==> src/rtl/b_ser_pkg.sv <==
// Shared widths, state encoding and word-framing helper for the b_ser return path.
package b_ser_pkg;

    localparam int unsigned DW     = 135;
    localparam int unsigned CW     = 6;
    localparam int unsigned NCHUNK = (DW + CW - 1) / CW;
    localparam int unsigned CNT_W  = $clog2(NCHUNK);
    localparam int unsigned PW     = NCHUNK * CW;

    typedef enum logic {
        IDLE  = 1'b0,
        SHIFT = 1'b1
    } state_t;

    // Zero-extend a word to a whole number of chunks; the pad bits form the top of the last chunk.
    function automatic logic [PW-1:0] pad_word(input logic [DW-1:0] w);
        return PW'(w);
    endfunction

endpackage

==> src/rtl/b_ser_fifo.sv <==
// DEPTH x WIDTH synchronous FIFO with registered storage and show-ahead read data.
module b_ser_fifo
    import b_ser_pkg::*;
#(
    parameter int unsigned DEPTH = 2,
    parameter int unsigned WIDTH = DW
) (
    input  logic                         clk,
    input  logic                         rst_n,
    input  logic                         push,
    input  logic                         pop,
    input  logic [WIDTH-1:0]             wdata,
    output logic [WIDTH-1:0]             rdata,
    output logic                         full,
    output logic                         empty,
    output logic [$clog2(DEPTH):0]       count
);

    localparam int unsigned AW   = $clog2(DEPTH);
    localparam int unsigned CNTW = AW + 1;

    logic [WIDTH-1:0] mem [DEPTH];
    logic [AW-1:0]    wr_ptr;
    logic [AW-1:0]    rd_ptr;
    logic [CNTW-1:0]  count_q;

    // Pointers wrap naturally since DEPTH is a power of two.
    always_ff @(posedge clk) begin
        if (!rst_n) begin
            wr_ptr  <= '0;
            rd_ptr  <= '0;
            count_q <= '0;
            for (int i = 0; i < int'(DEPTH); i++) begin
                mem[i] <= '0;
            end
        end else begin
            if (push) begin
                mem[wr_ptr] <= wdata;
                wr_ptr      <= wr_ptr + AW'(1);
            end
            if (pop) begin
                rd_ptr <= rd_ptr + AW'(1);
            end
            count_q <= count_q + CNTW'(push) - CNTW'(pop);
        end
    end

    assign rdata = mem[rd_ptr];
    assign full  = (count_q == CNTW'(DEPTH));
    assign empty = (count_q == '0);
    assign count = count_q;

endmodule

==> src/rtl/b_ser.sv <==
// b_ser: buffers 135-bit words from c and serializes them LSB-first as 6-bit chunks.
// Optional macro B_SER_PARITY_EN places even parity of the word in bit 3 of the last chunk.
module b_ser
    import b_ser_pkg::*;
#(
    parameter int unsigned DEPTH = 2
) (
    input  logic          clk,
    input  logic          rst_n,
    input  logic [DW-1:0] c_b_0,
    input  logic          c_b_1,
    output logic          b_c_0,
    output logic [CW-1:0] b_c_1,
    output logic          busy,
    output logic          ovf,
    input  logic          ovf_clr
);

    localparam int unsigned FCW = $clog2(DEPTH) + 1;

    state_t           state;
    state_t           state_nxt;
    logic [CNT_W-1:0] cnt;
    logic [CNT_W-1:0] cnt_nxt;
    logic [PW-1:0]    shreg;
    logic [PW-1:0]    shreg_nxt;
    logic [PW-1:0]    frame;
    logic             b_c_0_nxt;
    logic [CW-1:0]    b_c_1_nxt;
    logic             busy_nxt;
    logic             ovf_nxt;

    logic             fifo_full;
    logic             fifo_empty;
    logic [DW-1:0]    fifo_rdata;
    logic [FCW-1:0]   fifo_count;
    logic [FCW-1:0]   fifo_count_nxt;
    logic             pop;
    logic             push;
    logic             drop;

    // A pop frees the slot at the same edge, so a full FIFO still accepts a word then.
    assign pop            = (state == IDLE) && !fifo_empty;
    assign push           = c_b_1 && (!fifo_full || pop);
    assign drop           = c_b_1 && fifo_full && !pop;
    assign fifo_count_nxt = fifo_count + FCW'(push) - FCW'(pop);

    b_ser_fifo #(
        .DEPTH (DEPTH),
        .WIDTH (DW)
    ) u_fifo (
        .clk   (clk),
        .rst_n (rst_n),
        .push  (push),
        .pop   (pop),
        .wdata (c_b_0),
        .rdata (fifo_rdata),
        .full  (fifo_full),
        .empty (fifo_empty),
        .count (fifo_count)
    );

    always_comb begin
        frame = pad_word(fifo_rdata);
`ifdef B_SER_PARITY_EN
        frame[DW] = ^fifo_rdata;
`endif
    end

    always_ff @(posedge clk) begin
        if (!rst_n) begin
            state <= IDLE;
        end else begin
            state <= state_nxt;
        end
    end

    always_comb begin
        state_nxt = state;
        case (state)
            IDLE:    if (!fifo_empty) state_nxt = SHIFT;
            SHIFT:   if (cnt == CNT_W'(NCHUNK)) state_nxt = IDLE;
            default: state_nxt = IDLE;
        endcase
    end

    // cnt counts chunks already presented; reaching NCHUNK forces the idle framing cycle.
    always_comb begin
        cnt_nxt   = cnt;
        shreg_nxt = shreg;
        b_c_0_nxt = 1'b0;
        b_c_1_nxt = '0;
        case (state)
            IDLE: begin
                if (pop) begin
                    b_c_0_nxt = 1'b1;
                    b_c_1_nxt = frame[CW-1:0];
                    shreg_nxt = frame >> CW;
                    cnt_nxt   = CNT_W'(1);
                end
            end
            SHIFT: begin
                if (cnt != CNT_W'(NCHUNK)) begin
                    b_c_0_nxt = 1'b1;
                    b_c_1_nxt = shreg[CW-1:0];
                    shreg_nxt = shreg >> CW;
                    cnt_nxt   = cnt + CNT_W'(1);
                end else begin
                    cnt_nxt = '0;
                end
            end
            default: begin
                cnt_nxt = '0;
            end
        endcase
        ovf_nxt  = drop || (ovf && !ovf_clr);
        busy_nxt = (fifo_count_nxt != '0) || (state_nxt == SHIFT);
    end

    always_ff @(posedge clk) begin
        if (!rst_n) begin
            cnt   <= '0;
            shreg <= '0;
            b_c_0 <= 1'b0;
            b_c_1 <= '0;
            busy  <= 1'b0;
            ovf   <= 1'b0;
        end else begin
            cnt   <= cnt_nxt;
            shreg <= shreg_nxt;
            b_c_0 <= b_c_0_nxt;
            b_c_1 <= b_c_1_nxt;
            busy  <= busy_nxt;
            ovf   <= ovf_nxt;
        end
    end

endmodule
==> config.mk <==
export PLATFORM = sky130hd
export DESIGN_NAME = b_ser
export DESIGN_NICKNAME = d
export VERILOG_FILES = /design/src/rtl/b_ser_pkg.sv /design/src/rtl/b_ser_fifo.sv /design/src/rtl/b_ser.sv
export SDC_FILE = /design/constraint.sdc
export NUM_CORES = 1
export LEC_CHECK = 0
export ABC_CLOCK_PERIOD_IN_PS = 18800
export BUFFER_PORTS_ARGS = -buffer_cell sky130_fd_sc_hd__buf_4
export CAP_MARGIN = 20
export CORE_MARGIN = 5
export CORE_UTILIZATION = 35
export DETAILED_ROUTE_END_ITERATION = 12
export SLEW_MARGIN = 40
export SYNTH_ARGS = -nofsm -noshare
export SYNTH_HDL_FRONTEND = slang
export SYNTH_SLANG_ARGS = --single-unit
export TNS_END_PERCENT = 20
==> constraint.sdc <==
create_clock -name clk -period 18.8 [get_ports clk]
set_input_delay 2.82 -clock clk [delete_from_list [all_inputs] [get_ports clk]]
set_output_delay 2.82 -clock clk [all_outputs]
set_load 0.01 [all_outputs]
# ---- Word-level counts from Yosys, hierarchy flattened
# Memories as Yosys holds them, arrays and structs flattened. A register that Yosys moved wholly into a read port is not among the register bits.
# Index checks and enable logic that the tools add are counted.
dict set report totals {
  register_bits 157
  mem_bits_rw 270
  inputBits 139
  out_inout_bits 9
  wordCells 62
  memories 1
}
# memory words word_bits rd rd_ports_with_merged_regs write_ports line
set mem_list {}
lappend mem_list {u_fifo.mem 2 135 1 1 2 b_ser_fifo.sv:22} ;# logic [WIDTH-1:0] mem [DEPTH];
dict set report classes {
  addsub 5
  n_eq_ne 5
  muxes 24
  bitwise 1
  reduce_logical 16
}
# op n
set ops {}
lappend ops {{$mux 138} 2}
lappend ops {{$pmux 138 s2} 1}
lappend ops {{$mux 135} 1}
lappend ops {{$reduce_or 135->1} 1}
lappend ops {{$mux 1} 12}
lappend ops {{$mux 6} 2}
lappend ops {{$pmux 6 s2} 1}
lappend ops {{$mux 5} 2}
lappend ops {{$pmux 5 s2} 1}
lappend ops {{$add 5x1->5 const B} 1}
lappend ops {{$eq 5x5->1 const B} 1}
lappend ops {{$logic_and 1x1->1} 5}
lappend ops {{$ne 5x5->1 const B} 1}
lappend ops {{$logic_not 1->1} 4}
lappend ops {{$pmux 1 s2} 2}
lappend ops {{$logic_or 1x1->1} 3}
lappend ops {{$add 1x1->1 const B} 2}
lappend ops {{$add 2x1->2} 1}
lappend ops {{$eq 2x2->1 const B} 1}
lappend ops {{$logic_not 2->1} 1}
lappend ops {{$ne 2x1->1 const B} 1}
lappend ops {{$ne 2x2->1 const B} 1}
lappend ops {{$reduce_and 2->1} 1}
lappend ops {{$reduce_bool 2->1} 1}
lappend ops {{other kinds (2)} 2}

# ---- Depth between registers and ports, before layout
dict set report depth {
  ltp_word 10
  depth_mapped 7
  depth_no_buf 5
}

# ---- Modules after synthesis
# A second synthesis with hierarchy kept.
dict set report unflattened {
  cells_unflattened 1811
  area_unflattened_um2 19329.8
}
# mod instances cells_each area_each_um2 seq_area_each_um2
set modules_own_cells {}
lappend modules_own_cells {b_ser_fifo 1 893 11916.4 8207.9}
lappend modules_own_cells {b_ser 1 918 7413.4 2862.7}

# ---- Worst setup path before layout
# OpenSTA, ideal clock, no wires.
dict set report synth_timing {
  path_kind {input to register}
  start {input port rst_n}
  end {memory u_fifo.mem[1][0] in the netlist's numbering (enable)}
  setup_ps 816
  arrival_time_ps 12395
  required_ps 17984
  path_slack_ps 5589
  stages 2
  path_buffers 0
  path_cell_list {nand2_1 o21ai_0}
}
# element line
set synth_rtl {}
lappend synth_rtl {{from (decl)} b_ser.sv:9} ;# input logic rst_n,
lappend synth_rtl {{to (decl)} b_ser_fifo.sv:22}

==> impl_metrics.prom <==
# TYPE chip_impl_metric gauge
chip_impl_info{name="outcome",value="complete, no violations"} 1
chip_impl_metric{name="overall_fraction_of_global_route_tracks_in_use",unit="%"} 14.7
chip_impl_metric{name="vias",unit=""} 11400
chip_impl_metric{name="synth_cell_type_count",unit=""} 44
chip_impl_metric{name="critical_path_cell_count",unit=""} 5
chip_impl_info{name="synth_commonest_cells",value="sky130_fd_sc_hd__and2_1 (282), sky130_fd_sc_hd__edfxtp_1 (270), sky130_fd_sc_hd__nand2_1 (257)"} 1
chip_impl_metric{name="postPlaceCellArea",unit="um2"} 19700
chip_impl_metric{name="first_pass_drt_iterations",unit=""} 5
chip_impl_metric{name="clock_tree.htree_level_count",unit=""} 2
chip_impl_metric{name="post_cts_resized",unit=""} 0
chip_impl_info{name="grt_setup_unrepaired",value="no"} 1
chip_impl_info{name="synth.top_cells.by_area",value="sky130_fd_sc_hd__edfxtp_1 (45%), sky130_fd_sc_hd__dfxtp_1 (17%), sky130_fd_sc_hd__and2_1 (9.8%), sky130_fd_sc_hd__mux2i_1 (7.5%), sky130_fd_sc_hd__nand2_1 (5.4%)"} 1
chip_impl_info{name="path_class",value="in2reg"} 1
chip_impl_metric{name="drive_gt1_share",unit="%"} 15.6
chip_impl_metric{name="post-place-cells",unit=""} 2256
chip_impl_info{name="hold_path_class",value="reg2reg"} 1
chip_impl_info{name="cell_chain_of_the_critical_path",value="buf_4, nand2_1, nor2_4, buf_4, and2_1"} 1
chip_impl_metric{name="clock_sink_count",unit=""} 419
chip_impl_info{name="routed.top_layer",value="met5"} 1
chip_impl_metric{name="synth-edff-count",unit=""} 270
chip_impl_metric{name="starting_density_of_the_core",unit="%"} 35.2
chip_impl_metric{name="holdWs",unit="ps"} 448
chip_impl_metric{name="remaining_number_of_nets_flagged_by_the_antenna_check_after_routing",unit=""} 0
chip_impl_metric{name="post-route-cell-area",unit="um2"} 21300
chip_impl_metric{name="synth_seq_cells",unit=""} 419
chip_impl_metric{name="critical_path_arrival",unit="ps"} 4970
chip_impl_metric{name="yosys.area.top_type_share",unit="%"} 45.1
chip_impl_metric{name="final-hold-violation-count",unit=""} 0
chip_impl_info{name="cell_with_the_most_instances_after_synthesis",value="sky130_fd_sc_hd__and2_1"} 1
chip_impl_metric{name="die_area",unit="um2"} 56000
chip_impl_metric{name="final.min_clock_period",unit="ps"} 4540
chip_impl_info{name="cell_type_group_with_the_largest_total_delay_on_the_critical_path",value="simple AND/OR/NAND/NOR gates"} 1
chip_impl_metric{name="power.ir.vdd_worst",unit="V"} 0.0000573
chip_impl_metric{name="design.final.nets",unit=""} 1768
chip_impl_metric{name="yosys_warnings",unit=""} 0
chip_impl_info{name="slowest_library_cell_on_the_worst_path",value="sky130_fd_sc_hd__buf_4"} 1
chip_impl_metric{name="grt_max_degree",unit=""} 168
chip_impl_info{name="yosys.area.top_type",value="sky130_fd_sc_hd__edfxtp_1"} 1
chip_impl_metric{name="syn_area",unit="um2"} 18000
chip_impl_metric{name="holdBufCountCts",unit=""} 0
chip_impl_info{name="cts_tree",value="done"} 1
chip_impl_metric{name="ctsLongestPathBuffers",unit=""} 3
chip_impl_metric{name="cap_violations",unit=""} 0
chip_impl_metric{name="drv_slew",unit=""} 0
chip_impl_metric{name="skew",unit="ps"} 17.8
chip_impl_metric{name="die_h",unit="um"} 237
chip_impl_metric{name="drtIter0Drc",unit=""} 693
chip_impl_info{name="worstSetupEndpointType",value="register"} 1
chip_impl_metric{name="fin_setup_tns",unit="ps"} 0
chip_impl_metric{name="route.detailed.wl_per_inst",unit="um"} 17.9
chip_impl_metric{name="drt_wl_total",unit="um"} 42000
chip_impl_metric{name="gp_congestion",unit=""} 0.724
chip_impl_metric{name="finish.cell_count_without_fillers",unit=""} 2348
chip_impl_metric{name="worst-path-buf-inv",unit=""} 2
chip_impl_metric{name="r2r_cells",unit=""} 5
chip_impl_metric{name="power_density",unit="nW/um2"} 106
chip_impl_metric{name="grt_antenna_before_repair",unit=""} 2
chip_impl_metric{name="clock_insertion_delay_worst_skew",unit="ps"} 580
chip_impl_metric{name="grt_pass1_wl",unit="um"} 66500
chip_impl_info{name="postSynth.topFlopCell",value="sky130_fd_sc_hd__edfxtp_1"} 1
chip_impl_metric{name="synth-seq-area-share",unit="%"} 61.6
chip_impl_metric{name="globalRoute.totalOverflow",unit=""} 0
chip_impl_metric{name="min_period_over_period",unit="%"} 24.2
chip_impl_metric{name="synth_area_per_cell",unit="um2"} 11.8
chip_impl_metric{name="path_max_fanout",unit=""} 67
chip_impl_metric{name="holdPathStages",unit=""} 2
chip_impl_metric{name="fillers",unit=""} 4850
chip_impl_metric{name="p_leak",unit="nW"} 8.11
chip_impl_metric{name="finalSetupViolCount",unit=""} 0
chip_impl_metric{name="cts_made_buffers",unit=""} 47
chip_impl_metric{name="cp_slowest_stage_delay",unit="ps"} 540
chip_impl_metric{name="core_area",unit="um2"} 51100
chip_impl_metric{name="pin_count",unit=""} 148
chip_impl_metric{name="drc",unit=""} 0
chip_impl_metric{name="tightestPinTransition",unit="ps"} 779
chip_impl_metric{name="routedLengthMet1",unit="um"} 18600
chip_impl_metric{name="met2_wirelength",unit="um"} 21000
chip_impl_metric{name="place_hpwl",unit="um"} 24700
chip_impl_metric{name="portBuffers",unit=""} 147
chip_impl_metric{name="max_slew_margin",unit="%"} 48.1
chip_impl_metric{name="placement_rows",unit=""} 83
chip_impl_metric{name="detail_route.vias_per_cell",unit=""} 4.85
chip_impl_metric{name="synthArstFlopShare",unit="%"} 0
chip_impl_metric{name="netlist_instances",unit=""} 1526
chip_impl_metric{name="synthToLayoutAreaGrowth",unit="%"} 18.2
chip_impl_metric{name="timing.critical_path.required",unit="ps"} 19230
chip_impl_metric{name="route.met3.wl",unit="um"} 1530
chip_impl_metric{name="clkTransAtPathRegs",unit="ps"} 60
chip_impl_metric{name="post-cts-setup-buffers",unit=""} 0
chip_impl_info{name="timing.critical_path.mode_cell",value="sky130_fd_sc_hd__buf_4"} 1
chip_impl_metric{name="die_w",unit="um"} 237
chip_impl_metric{name="first_global_vias",unit=""} 11700
chip_impl_metric{name="postSynthNetCount",unit=""} 1666
chip_impl_metric{name="max_clk_rate",unit="MHz"} 220
chip_impl_info{name="cts-root-buf",value="sky130_fd_sc_hd__clkbuf_16"} 1
chip_impl_info{name="crit_path_start_kind",value="input pin"} 1
chip_impl_metric{name="totalPowerFinal",unit="mW"} 2.24
metal layers:
metal | up-vias | track usage, %
met3 | 50 | 2.49
met5 | - | 0
met2 | 186 | 25.7
met4 | 2 | 4.32
li1 | 5591 | -
met1 | 5549 | 18.9
final timing paths:
check / startpoint / endpoint / slack, ps
worst min register to register: shreg[59] / shreg[59] / 450
worst max-delay path: rst_n / u_fifo.mem[1][80] / 14260
worst max register to register: state / shreg[19] / 16130
worst min-delay path: shreg[59] / shreg[59] / 450
cells in the final DEF (no fill, tap or decap), drive strengths merged, types with 4 or more instances in the layout:
cell and count:
a21boi 124, dfxtp 149, clkbuf 68, nor2b 8
o22ai 7, a21oi 9, clkinv 19, mux2i 135
nand2 257, o21ai 5, buf 171, nor2 8
edfxtp 270, and2 282, inv 4, o211ai 124
area by class of cell:
cell class / instances / area (um2) / area share, %
clock buffer: 68 / 1410 / 6.62
inverter: 3 / 23.8 / 0.112
sequential: 419 / 11100 / 52.2
multi-input combinational: 986 / 6420 / 30.2
tap: 680 / 851 / 4.00
timing repair buffer: 171 / 1370 / 6.42
clock inverter: 20 / 111 / 0.523
antenna: 1 / 2.50 / 0.0118
per-stage QoR:
| stage | utilization [%] | setup slack (ps) |
|---|---|---|
| final | 41.6 | 14260 |
| after global routing | 41.6 | 14100 |
| after CTS | 41.5 | 14260 |
| after detailed placement | 38.5 | 13650 |
| after global placement | 38.4 | 13290 |
| after floorplan | - | 5590 |
power breakdown:
group,internal (mW),switching (mW),total [mW]
Sequential,1.06,0.0298,1.09
Clock,0.520,0.368,0.888
Combinational,0.108,0.161,0.269
Total,1.69,0.560,2.24
cells by family after synthesis:
kind of cell             share of synthesized area [%]
AO/OA/AOI/OAI                                     11.3
XOR/XNOR                                         0.146
adder cells (fa/ha/maj)                         0.0695
buffers and inverters                             2.96
flip-flops                                        61.6
multiplexers                                      7.51
AND/OR/NAND/NOR                                   16.3
worst min-delay path, cell delays in order, from the launching register on:
cell                       delay [ps]
sky130_fd_sc_hd__dfxtp_1          310
sky130_fd_sc_hd__nand2_1           50
sky130_fd_sc_hd__a21boi_1          50
flip-flops by register name, summed over array words and instances (netlist names), named ones only:
name,flops
shreg,129
u_fifo.mem,270
u_fifo.wr_ptr,1
state,1
b_c_0,1
b_c_1,6
cnt,5
u_fifo.rd_ptr,1
ovf,1
u_fifo.count,2
busy,1
(Power assumes the default switching activity.)
